<file path="config.mk">
export PLATFORM = sky130hd
export DESIGN_NAME = serial_subtractor
export DESIGN_NICKNAME = d
export VERILOG_FILES = /design/src/rtl/serial_subtractor_pkg.sv /design/src/rtl/serial_subtractor_fs_cell.sv /design/src/rtl/serial_subtractor.sv
export SDC_FILE = /design/constraint.sdc
export NUM_CORES = 1
export LEC_CHECK = 0
export CAP_MARGIN = 20
export CELL_PAD_IN_SITES_DETAIL_PLACEMENT = 1
export CELL_PAD_IN_SITES_GLOBAL_PLACEMENT = 1
export CORE_UTILIZATION = 41
export CTS_CLUSTER_SIZE = 25
export DETAILED_ROUTE_END_ITERATION = 16
export PLACE_DENSITY = 0.86
export SYNTH_ARGS = -nofsm -noshare
export SYNTH_HDL_FRONTEND = slang
export SYNTH_SLANG_ARGS = --single-unit
export TNS_END_PERCENT = 1
</file>
<file path="constraint.sdc">
create_clock -name clk -period 4.17 [get_ports clk]
set_clock_uncertainty 0.15 [all_clocks]
set_input_delay 0.834 -clock clk [delete_from_list [all_inputs] [get_ports clk]]
set_output_delay 0.834 -clock clk [all_outputs]
set_load 0.01 [all_outputs]
</file>
<file path="src/rtl/serial_subtractor_pkg.sv">
// Shared types and constants for the bit-serial subtractor.
package serial_subtractor_pkg;

    localparam int DEFAULT_WIDTH = 16;

    typedef enum logic [1:0] {
        ST_IDLE = 2'd0,
        ST_RUN  = 2'd1,
        ST_DONE = 2'd2
    } state_e;

endpackage

</file>
<file path="src/rtl/serial_subtractor_fs_cell.sv">
// Single-bit full subtractor: d = a - b - bin, bout set on borrow.
module fs_cell (
    input  logic a,
    input  logic b,
    input  logic bin,
    output logic d,
    output logic bout
);

    assign d    = a ^ b ^ bin;
    assign bout = (~a & b) | (~a & bin) | (b & bin);

endmodule

</file>
<file path="src/rtl/serial_subtractor.sv">
// Bit-serial subtractor: captures a, b, bin, then resolves one bit per cycle
// LSB first and presents diff/bout with a valid/ready handshake.
module serial_subtractor
    import serial_subtractor_pkg::*;
#(
    parameter int WIDTH = DEFAULT_WIDTH
) (
    input  logic             clk,
    input  logic             rst_n,
    input  logic             in_valid,
    output logic             in_ready,
    input  logic [WIDTH-1:0] a,
    input  logic [WIDTH-1:0] b,
    input  logic             bin,
    output logic             out_valid,
    input  logic             out_ready,
    output logic [WIDTH-1:0] diff,
    output logic             bout
);

    localparam int CNT_W = $clog2(WIDTH + 1);
    localparam logic [CNT_W-1:0] LAST_BIT = CNT_W'(WIDTH - 1);

    state_e           state_q, state_d;
    logic [CNT_W-1:0] cnt_q, cnt_d;
    logic [WIDTH-1:0] a_q, a_d;
    logic [WIDTH-1:0] b_q, b_d;
    logic [WIDTH-1:0] res_q, res_d;
    logic [WIDTH-1:0] diff_q, diff_d;
    logic             br_q, br_d;
    logic             bout_q, bout_d;
    logic             in_ready_q, in_ready_d;
    logic             out_valid_q, out_valid_d;

    logic             cell_d;
    logic             cell_bout;

    fs_cell u_fs_cell (
        .a    (a_q[0]),
        .b    (b_q[0]),
        .bin  (br_q),
        .d    (cell_d),
        .bout (cell_bout)
    );

    // Next-state, datapath and handshake decode; diff/bout only update on the final bit
    always_comb begin
        state_d     = state_q;
        cnt_d       = cnt_q;
        a_d         = a_q;
        b_d         = b_q;
        res_d       = res_q;
        diff_d      = diff_q;
        br_d        = br_q;
        bout_d      = bout_q;
        in_ready_d  = in_ready_q;
        out_valid_d = out_valid_q;

        case (state_q)
            ST_IDLE: begin
                if (in_valid) begin
                    state_d    = ST_RUN;
                    cnt_d      = {CNT_W{1'b0}};
                    a_d        = a;
                    b_d        = b;
                    br_d       = bin;
                    in_ready_d = 1'b0;
                end else begin
                    state_d    = ST_IDLE;
                    in_ready_d = 1'b1;
                end
            end
            ST_RUN: begin
                a_d   = {1'b0, a_q[WIDTH-1:1]};
                b_d   = {1'b0, b_q[WIDTH-1:1]};
                br_d  = cell_bout;
                res_d = {cell_d, res_q[WIDTH-1:1]};
                cnt_d = cnt_q + CNT_W'(1);
                if (cnt_q == LAST_BIT) begin
                    state_d     = ST_DONE;
                    diff_d      = {cell_d, res_q[WIDTH-1:1]};
                    bout_d      = cell_bout;
                    out_valid_d = 1'b1;
                end else begin
                    state_d     = ST_RUN;
                end
            end
            ST_DONE: begin
                if (out_ready) begin
                    state_d     = ST_IDLE;
                    in_ready_d  = 1'b1;
                    out_valid_d = 1'b0;
                end else begin
                    state_d     = ST_DONE;
                end
            end
            default: begin
                state_d     = ST_IDLE;
                in_ready_d  = 1'b1;
                out_valid_d = 1'b0;
            end
        endcase
    end

    // All state registers, synchronous active-low reset
    always_ff @(posedge clk) begin
        if (!rst_n) begin
            state_q     <= ST_IDLE;
            cnt_q       <= {CNT_W{1'b0}};
            a_q         <= {WIDTH{1'b0}};
            b_q         <= {WIDTH{1'b0}};
            res_q       <= {WIDTH{1'b0}};
            diff_q      <= {WIDTH{1'b0}};
            br_q        <= 1'b0;
            bout_q      <= 1'b0;
            in_ready_q  <= 1'b1;
            out_valid_q <= 1'b0;
        end else begin
            state_q     <= state_d;
            cnt_q       <= cnt_d;
            a_q         <= a_d;
            b_q         <= b_d;
            res_q       <= res_d;
            diff_q      <= diff_d;
            br_q        <= br_d;
            bout_q      <= bout_d;
            in_ready_q  <= in_ready_d;
            out_valid_q <= out_valid_d;
        end
    end

    assign in_ready  = in_ready_q;
    assign out_valid = out_valid_q;
    assign diff      = diff_q;
    assign bout      = bout_q;

endmodule

</file>
* Word-level counts from Yosys, hierarchy flattened
Index checks and enable logic that the tools add are counted.
** Cells by class
- Add/subtract/negate cells :: 1
- Eq/ne operators :: 6
- Muxes and demuxes :: 18
- Bitwise gates (word level) :: 10
- Reductions and logical operators :: 6
** Operators by type and width (count)
- 16-bit case mux with 2 select lines :: 2
- 16-bit two-way mux :: 2
- 5-bit case mux with 2 select lines :: 1
- 1-bit two-way mux :: 6
- 2-bit inequality test, second input constant :: 3
- 1-bit case mux with 3 select lines :: 2
- 2-bit case mux with 3 select lines :: 1
- 2-bit AND reduction :: 3
- 5-bit by 1-bit adder with 5-bit output, second input constant :: 1
- 5-bit by 4-bit == test with 1-bit output, second input constant :: 1
- 5-bit two-way mux :: 1
- 2-bit two-way mux :: 2
- 1-bit AND :: 3
- 1-bit NOT :: 3
- 3-bit AND reduction :: 1
- 2-bit by 1-bit == test with 1-bit output, second input constant :: 1
- 2-bit == test, second input constant :: 1
- 2-bit logical NOT :: 1
- 1-bit OR :: 2
- 1-bit case mux with 2 select lines :: 1
- 2-bit nonzero test :: 1
- 1-bit bitwise XOR :: 2
** Word-level totals
- Register bits :: 75

* Logic depth before layout (Yosys ltp)
Gate-level depths: netlist (run 1).
- Depth after elaboration :: 5
- Depth in mapped cells :: 8
- Mapped depth without buffers :: 6

* Modules after synthesis
A second synthesis (run 1) with hierarchy kept.
** Second synthesis, totals
- Cell total of the unflattened synthesis :: 368
- Area total of the unflattened synthesis :: 3016.6 um^2
** Modules (own cells, without submodules)
- serial_subtractor :: instances 1, cells each 365, area each 2989.1 um^2, seq. area each 1481.4 um^2
- fs_cell :: instances 1, cells each 3, area each 27.5 um^2, seq. area each 0.0 um^2

* Least setup slack after synthesis (run 1)
Ideal clock, no wire load.
- Path type :: in2reg
- Start :: input port in_valid
- End :: register b_q[10]
- Setup time :: 0.119 ns
- Arrival time :: 1.590 ns
- Required time :: 3.901 ns
- Path slack :: 2.311 ns
- Stages :: 4
- Path buffers :: 2
- Cells stage by stage :: buf_2 buf_1 a21oi_1 o221a_2
** Between the ends
- Word-level cells in the longest chain between the ends :: 2
** RTL lines
- from (decl) :: RTL line serial_subtractor.sv:10 : input logic in_valid,
- 2-bit inequality test (no line)
- 2-bit AND reduction (no line)
- to (signal assigned) :: RTL line serial_subtractor.sv:111 : b_q <= {WIDTH{1'b0}};
- to (decl) :: RTL line serial_subtractor.sv:27 : logic [WIDTH-1:0] b_q, b_d;
No other way between the ends.
A chain may end at the register's enable or synchronous reset.

* Final worst setup path (run 1)
- Start :: input port in_valid
- End :: register cnt_q[3]
** Between the ends
- Word-level cells in the longest chain between the ends :: 2
** RTL lines
- 2-bit inequality test (no line)
- 2-bit AND reduction (no line)
- to (signal assigned) :: RTL line serial_subtractor.sv:109 : cnt_q <= {CNT_W{1'b0}};
- to (signal assigned) :: RTL line serial_subtractor.sv:120 : cnt_q <= cnt_d;
- to (decl) :: RTL line serial_subtractor.sv:25 : logic [CNT_W-1:0] cnt_q, cnt_d;
No other way between the ends.

==> results of run 1 <==
layer usage:
layer	share of wire	up-vias	track usage
met3	0.030	10	0.0424
met4	0.015	0	0.0760
li1	-	1328	-
met2	0.49	42	0.362
met1	0.47	1282	0.277
met5	0	-	0
registers in the layout, indices dropped and copies added (netlist names):
register   count
a_q           16
b_q           16
bout           1
br_q           1
cnt_q          5
diff          16
in_ready       1
out_valid      1
res_q         15
state_q        2
layout by cell type, fill, tap and decap left out, types with 3 or more instances in the layout:
master and count:
a21oi_1 79, nand2_1 76, dfxtp_1 74, clkdlybuf4s50_1 55, nor2_1 23, o21ai_0 16, o221a_2 16, nor2b_1 15
clkbuf_8 10, buf_4 7, inv_1 4, a22oi_1 3, a211oi_1 3
report_power, final:
| part | switching (mW) | internal, mW |
|---|---|---|
| registers | 0.0229 | 0.739 |
| logic | 0.0822 | 0.0814 |
| clock network | 0.260 | 0.293 |
stage by stage:
step	hold slack [ns]	instance area (um^2)	utilization
after CTS	0.308	3790	0.546
final	0.306	3790	0.546
after floorplan	0.282	3020	-
after global placement	0.293	3590	0.517
after detailed placement	0.297	3590	0.517
after global routing	0.323	3790	0.546
worst paths after layout:
| path | start | to | depth (start not counted) | slack, ns |
|---|---|---|---|---|
| worst max-delay path | in_valid | cnt_q[3] | 5 | 1.37 |
| worst min register to register | diff[10] | diff[10] | 2 | 0.31 |
| worst max register to register | state_q[0] | cnt_q[3] | 3 | 1.82 |
| worst min-delay path | diff[10] | diff[10] | 2 | 0.31 |
layout make-up:
class                           count  share of cell area
Sequential cell                    74               0.391
Multi-Input combinational cell    254               0.361
Timing Repair Buffer               62               0.159
Clock buffer                       12              0.0383
Tap cell                           96              0.0317
Clock inverter                      4              0.0135
Inverter                            5             0.00495
cell families after synthesis:
| kind of cell | synth area share |
|---|---|
| buffers and inverters | 0.0576 |
| adders and majority gates | 0.0149 |
| DFF | 0.490 |
| muxes | 0.00331 |
| and+or+nand+nor | 0.185 |
| AOI/OAI and AO/OA | 0.249 |
tightest hold or removal path, delay by kind of cell (launching register included):
family             cells  cell delay, ns
DFF                    1            0.31
and+or+nand+nor        1            0.05
AOI/OAI and AO/OA      1            0.05
==> impl_metrics.tcl, run 1 <==
set metrics [dict create \
    finalWirelength_mm 7.57 \
    end_kind "register" \
    post-synth-top-area-fraction 0.490 \
    global_route.overflow_total 0 \
    floorplan.initialDensity 0.435 \
    layout_worst_path_cycle_share 0.672 \
    fp.dieW_um 87.8 \
    worst_hold_path_type "reg2reg" \
    placement_rows 30 \
    cts.repair_timing.setup_buffer_count 0 \
    yosysUniqueCellTypes 34 \
    synth_area_um2 3020 \
    cts_hold_repair.buffers 0 \
    finalSetupTns_ns 0 \
    critical_path_data_required_time_ns 4.28 \
    clock_tree.buffer_depth 2 \
    dpl.hpwl_mm 4.88 \
    dr.pass1.iters 4 \
    run_status "completed" \
    post_synth_main_area_contributors "dfxtp_1 49%, a21oi_1 13%, nand2_1 9.4%" \
    instances_no_fill 507 \
    worst_skew_pair.late_latency_ns 0.34 \
    insertedDiodeCount 0 \
    global_route.usage.total 0.216 \
    setup.worst_path.start_class "primary input" \
    cts_inserted_buffers 9 \
    setup_slack_ns 1.37 \
    syn_inst 364 \
    worst_path_dominant_cell_family "buffers and inverters" \
    finalPower_mw 1.48 \
    detail_route.vias_per_cell 5.25 \
    cts_tree "yes" \
    dp_cells 491 \
    post_route_cells_drive_above_1_share 0.0998 \
    syn_avg_cell_area_um2 8.30 \
    power.density_nw_per_um2 390 \
    max_cap_violations 0 \
    cts_root_buffer "clkbuf_8" \
    postSynthNetCount 404 \
    fp.dieArea_um2 7720 \
    nNetsFinal 446 \
    synth.cells.most_frequent "79 x a21oi_1, 76 x nand2_1, 74 x dfxtp_1" \
    die_height_um 87.8 \
    portBuffers 55 \
    crit_path_max_incr_delay_ns 0.79 \
    cts_sinks 74 \
    register_area_um2 1480 \
    timing_worst_setup_path_type "in2reg" \
    grt_first_pass_wirelength_mm 12.8 \
    multi_input_comb_area_um2 1370 \
    globalplace.congestion 0.699 \
    yosys.area.top_type "dfxtp_1" \
    place_ws_ns 1.03 \
    cts.clk_slew.worst_paths_ns 0.08 \
    pin_count_of_the_biggest_net_entering_global_routing 35 \
    critPathMaxFanout 20 \
    max-vdd-ir-drop_mv 0.191 \
    synth-seq-area-share 0.490 \
    synthesis_stage_register_bit_count 74 \
    routedWlPerCell_um 14.9 \
    rsz_0062_raised_after_global_routing "false" \
    max_freq_mhz 357 \
    areaGrowthSynthToFinish_pct 25.4 \
    maxSlewViolCount 0 \
    coreArea_um2 6940 \
    worstPathArrival_ns 2.91 \
    relSlewSlack 0.455 \
    hold_violations 0 \
    yosys_warns 0 \
    grt_antenna_before_repair 0 \
    cell_with_the_most_instances_after_synthesis "a21oi_1" \
    cpMaxStageDelayCell "clkdlybuf4s50_1" \
    timing.critical_path.cells "clkdlybuf4s50_1, o21bai_1, buf_4, nand2_1, a31oi_1" \
    drtIter0Drc 100 \
    grt_pass1_vias 2665 \
    cellLeakagePower_nw 1.37 \
    synth_edf_count 0 \
    timing.final.crit_period_ns 2.80 \
    post_cts_resized 0 \
    drcViolationCount 0 \
    num_io_pins 56 \
    dominantRegCellSynth "dfxtp_1" \
    postRouteAntennaNets 0 \
    async_reset_ff_frac 0 \
    setup_viol_count_final 0 \
    cts_htree_levels 3 \
    filler_cells_inserted 835 \
    worst_slew_pin_slew_ns 0.816 \
    dr_total_vias 2662 \
    path_buf_inv 2 \
]
Power figures use the tool's default switching activity.
==> run 2: changes to the inputs <==
--- a/config.mk
+++ b/config.mk
@@ -8,10 +8,10 @@
 export CAP_MARGIN = 20
 export CELL_PAD_IN_SITES_DETAIL_PLACEMENT = 1
 export CELL_PAD_IN_SITES_GLOBAL_PLACEMENT = 1
-export CORE_UTILIZATION = 41
+export CORE_UTILIZATION = 38
 export CTS_CLUSTER_SIZE = 25
 export DETAILED_ROUTE_END_ITERATION = 16
-export PLACE_DENSITY = 0.86
+export PLACE_DENSITY = 0.8
 export SYNTH_ARGS = -nofsm -noshare
 export SYNTH_HDL_FRONTEND = slang
 export SYNTH_SLANG_ARGS = --single-unit
==> constraint.sdc (replaced) <==
create_clock -name clk -period 2.7 [get_ports clk]
set_clock_uncertainty 0.15 [all_clocks]
set_input_delay 0.54 -clock clk [delete_from_list [all_inputs] [get_ports clk]]
set_output_delay 0.54 -clock clk [all_outputs]
set_load 0.01 [all_outputs]
==> impl_metrics.tcl, run 2 (synthesis results as in run 1) <==
set metrics [dict create \
    setup_viol_count_final 0 \
    cellLeakagePower_nw 1.39 \
    postLayoutCellArea_um2 3820 \
    cpMaxStageDelayCell "and3b_1" \
    portBuffers 55 \
    crit_path_max_incr_delay_ns 0.42 \
    instances_no_fill 518 \
    run_status "completed" \
    cts_root_buffer "clkbuf_8" \
    dpl_cell_area_um2 3640 \
    floorplan.initialDensity 0.391 \
    cts_sinks 74 \
    global_route.overflow_total 0 \
    pin_count_of_the_biggest_net_entering_global_routing 44 \
    grt_first_pass_wirelength_mm 12.4 \
    layout_commonest_cell "a21oi_1" \
    worst_skew_pair.late_latency_ns 0.34 \
    die_height_um 91.2 \
    rsz_0062_raised_after_global_routing "false" \
    timing.critical_path.cells "ha_1, and3_1, ha_1, and3b_1, buf_4, nand2_1, a21oi_1" \
    dr_total_vias 2705 \
    end_kind "register" \
    nNetsFinal 451 \
    r2r.worst_path.cells 7 \
    post_route_cells_drive_above_1_share 0.111 \
    finalPower_mw 2.23 \
    drcViolationCount 0 \
    rrSetupSlack_ns 0.67 \
    coreArea_um2 7730 \
    maxSlewViolCount 0 \
    setup.worst_path.start_class "register" \
    final_cell_mix "79 x a21oi_1, 76 x nand2_1, 74 x dfxtp_1" \
    finalWirelength_mm 7.21 \
    global_route.usage.total 0.186 \
    grt_pass1_vias 2754 \
    cts_inserted_buffers 9 \
    globalplace.congestion 0.695 \
    critical_path_data_required_time_ns 2.83 \
    num_io_pins 56 \
    cts.clk_slew.worst_paths_ns 0.07 \
    hold_path_depth 2 \
    max-vdd-ir-drop_mv 0.289 \
    dp_cells 502 \
    fp.dieW_um 91.2 \
    timing_worst_setup_path_type "reg2reg" \
    grt_antenna_before_repair 0 \
    routedWlPerCell_um 13.9 \
    power.density_nw_per_um2 583 \
    dr.pass1.iters 4 \
    timing.final.crit_period_ns 2.03 \
    max_freq_mhz 493 \
    detail_route.vias_per_cell 5.22 \
    clock_tree.buffer_depth 2 \
    relSlewSlack 0.557 \
    hold_slack_ns 0.306 \
    drtIter0Drc 62 \
    cts.repair_timing.setup_buffer_count 0 \
    hold_violations 0 \
    finalSetupTns_ns 0 \
    cts_tree "yes" \
    cts_hold_repair.buffers 0 \
    worst_hold_path_type "reg2reg" \
    fp.dieArea_um2 8310 \
    layout_worst_path_cycle_share 0.751 \
    worstPathArrival_ns 2.15 \
    placement_rows 32 \
    cts_htree_levels 3 \
    insertedDiodeCount 0 \
    worst_slew_pin_slew_ns 0.665 \
    max_cap_violations 0 \
    dpl.hpwl_mm 4.74 \
    postRouteAntennaNets 0 \
    critPathMaxFanout 10 \
    areaGrowthSynthToFinish_pct 26.4 \
    post_cts_resized 0 \
    most_frequent_cell_on_the_critical_path "ha_1" \
]
## run 2: cell types whose count changed in the layout (fill, tap and decap cells not counted)
cell	previous run	this run
clkinvlp_4	1	0
buf_4	7	12
bufinv_16	1	0
clkinv_4	1	0
clkbuf_8	10	12
clkinv_2	1	2
## run 2: metal layers
layer	global-route usage	vias up	share of wire
li1	-	1341	-
met1	0.223	1309	0.47
met2	0.323	48	0.48
met3	0.0486	7	0.035
met4	0.0648	0	0.012
met5	0	-	0
## run 2: area by class of cell
cell class                 count  area (um^2)
fill                         898         3910
inverter                       5         18.8
clock buffer                  14          173
multi-input combinational    254         1370
tap                          102          128
clock inverter                 2         10.0
sequential                    74         1480
timing repair buffer          67          641
## run 2: critical path, delay by kind of cell (launching register included)
family                     cells  cell delay, ns
DFF                            1            0.39
and+or+nand+nor                3            0.66
buffers and inverters          1            0.25
AOI/OAI and AO/OA              1            0.12
adders and majority gates      2            0.40
## run 2: per-stage QoR
stage	utilization	setup slack, ns
final	0.494	0.671
after global routing	0.494	0.488
after CTS	0.494	0.649
after detailed placement	0.471	0.418
after global placement	0.471	0.461
after floorplan	-	0.888
## run 2: power breakdown
part	switching, mW	total [mW]	internal [mW]
logic	0.131	0.260	0.130
registers	0.0305	1.17	1.14
clock network	0.388	0.796	0.407
total	0.549	2.23	1.68
## run 2: worst paths after layout
kind	from	end
worst max-delay path	cnt_q[0]	diff[3]
worst min-delay path	diff[4]	diff[4]
worst max register to register	cnt_q[0]	diff[3]
worst min register to register	diff[4]	diff[4]
==> run 3: changes to the inputs <==
==> constraint.sdc (replaced) <==
create_clock -name clk -period 2 [get_ports clk]
set_clock_uncertainty 0.15 [all_clocks]
set_input_delay 0.4 -clock clk [delete_from_list [all_inputs] [get_ports clk]]
set_output_delay 0.4 -clock clk [all_outputs]
set_load 0.01 [all_outputs]
==> impl_metrics.tcl, run 3 (synthesis results as in run 1) <==
set metrics [dict create \
    finalWirelength_mm 7.07 \
    fp.dieArea_um2 8310 \
    layout_worst_path_cycle_share 0.932 \
    cts_sinks 74 \
    global_route.usage.total 0.186 \
    drcViolationCount 0 \
    cts_inserted_buffers 9 \
    most_frequent_cell_on_the_critical_path "ha_1" \
    length_of_routed_met3_wiring_um 312 \
    path_buf_inv 1 \
    routedWlPerCell_um 13.5 \
    timing.critical_path.from "cnt_q[0]" \
    postRouteAntennaNets 0 \
    grt_antenna_before_repair 0 \
    clock_tree.buffer_depth 2 \
    critPathMaxFanout 11 \
    layout_commonest_cell "a21oi_1" \
    timing.final.crit_period_ns 1.86 \
    detail_route.vias_per_cell 5.12 \
    drtIter0Drc 103 \
    rsz_0062_raised_after_global_routing "false" \
    max_cap_violations 0 \
    maxSlewViolCount 0 \
    coreArea_um2 7730 \
    relSlewSlack 0.650 \
    power.density_nw_per_um2 844 \
    dpl_cell_area_um2 3690 \
    worst_hold_path_type "reg2reg" \
    cts_hold_repair.buffers 0 \
    die_height_um 91.2 \
    post_cts_resized 0 \
    postLayoutCellArea_um2 3930 \
    max-vdd-ir-drop_mv 0.354 \
    cellLeakagePower_nw 1.44 \
    max_freq_mhz 537 \
    placement_rows 32 \
    post_route_cells_drive_above_1_share 0.121 \
    run_status "completed" \
    final_cell_mix "79 x a21oi_1, 76 x nand2_1, 73 x dfxtp_1" \
    nNetsFinal 455 \
    areaGrowthSynthToFinish_pct 30.0 \
    met2RoutedLength_mm 3.33 \
    timing.critical_path.cells "ha_1, and3_1, ha_1, and3b_1, buf_4, nor2_1, a211oi_1" \
    portBuffers 55 \
    finalSetupTns_ns 0 \
    cts_htree_levels 3 \
    dr_total_vias 2672 \
    global_route.overflow_total 0 \
    worstPathArrival_ns 1.97 \
    cts_tree "yes" \
    hold_violations 0 \
    floorplan.initialDensity 0.391 \
    setup.worst_path.start_class "register" \
    cpMaxStageDelayCell "dfxtp_2" \
    reg2reg_from "cnt_q[0]" \
    critical_path_data_required_time_ns 2.11 \
    setup_viol_count_final 0 \
    pin_count_of_the_biggest_net_entering_global_routing 44 \
    timing_worst_setup_path_type "reg2reg" \
    dpl.hpwl_mm 4.84 \
    cts_root_buffer "clkbuf_8" \
    cts.repair_timing.setup_buffer_count 0 \
    worst_path_dominant_cell_family "simple AND/OR/NAND/NOR gates" \
    filler_cells_inserted 925 \
    fp.dieW_um 91.2 \
    worst_skew_pair.late_latency_ns 0.34 \
    worst_hold_startpoint "diff[2]" \
    globalplace.congestion 0.712 \
    worst_slew_pin_slew_ns 0.524 \
    dr.pass1.iters 4 \
    crit_path_max_incr_delay_ns 0.37 \
    insertedDiodeCount 0 \
    end_kind "register" \
    num_io_pins 56 \
    highest-signal-layer "met4" \
    grt_first_pass_wirelength_mm 12.5 \
    met1Wirelength_mm 3.32 \
    grt_pass1_vias 2677 \
    cts.clk_slew.worst_paths_ns 0.08 \
]
==> run 3: layout make-up <==
class | count | area (um^2) | share of cell area
Timing Repair Buffer | 71 | 696 | 0.177
Clock inverter | 5 | 103 | 0.0261
Clock buffer | 11 | 131 | 0.0335
Multi-Input combinational cell | 254 | 1370 | 0.349
Sequential cell | 74 | 1480 | 0.378
Tap cell | 102 | 128 | 0.0325
Inverter | 5 | 18.8 | 0.00478
==> run 3: routing by layer <==
metal  GRT usage  vias to the layer above
li1            -                     1351
met5           0                        -
met1       0.239                     1253
met3      0.0394                       11
met4      0.0899                        0
met2       0.295                       57
==> run 3: final timing paths <==
check / cells after the start / slack, ns / end
worst max-delay path: 7 / 0.14 / diff[15]
worst min-delay path: 2 / 0.31 / diff[2]
worst max register to register: 7 / 0.14 / diff[15]
worst min register to register: 2 / 0.31 / diff[2]
==> run 3: metrics by stage <==
stage / instances / util / hold slack (ns) / total power, mW / setup slack, ns
after floorplan: 364 / - / 0.282 / 1.83 / 0.188
after global placement: 506 / 0.478 / 0.297 / 1.97 / 0.117
after detailed placement: 506 / 0.478 / 0.298 / 1.98 / 0.0304
after CTS: 522 / 0.508 / 0.309 / 3.34 / 0.0927
after global routing: 522 / 0.508 / 0.323 / 3.47 / 0.00559
final: 522 / 0.508 / 0.308 / 3.32 / 0.136
==> run 3: worst reg2reg max path, delay by kind of cell (launching register included) <==
family	cells	cell delay (ns)
buffers and inverters	1	0.19
flip-flops	1	0.37
adder cells (fa/ha/maj)	2	0.40
AND/OR/NAND/NOR	3	0.46
AO/OA/AOI/OAI	1	0.20
==> run 3: power breakdown <==
part	internal (mW)	switching, mW	total, mW
Combinational	0.186	0.174	0.359
Sequential	1.54	0.0451	1.59
Clock	0.828	0.541	1.37
Total	2.56	0.760	3.32
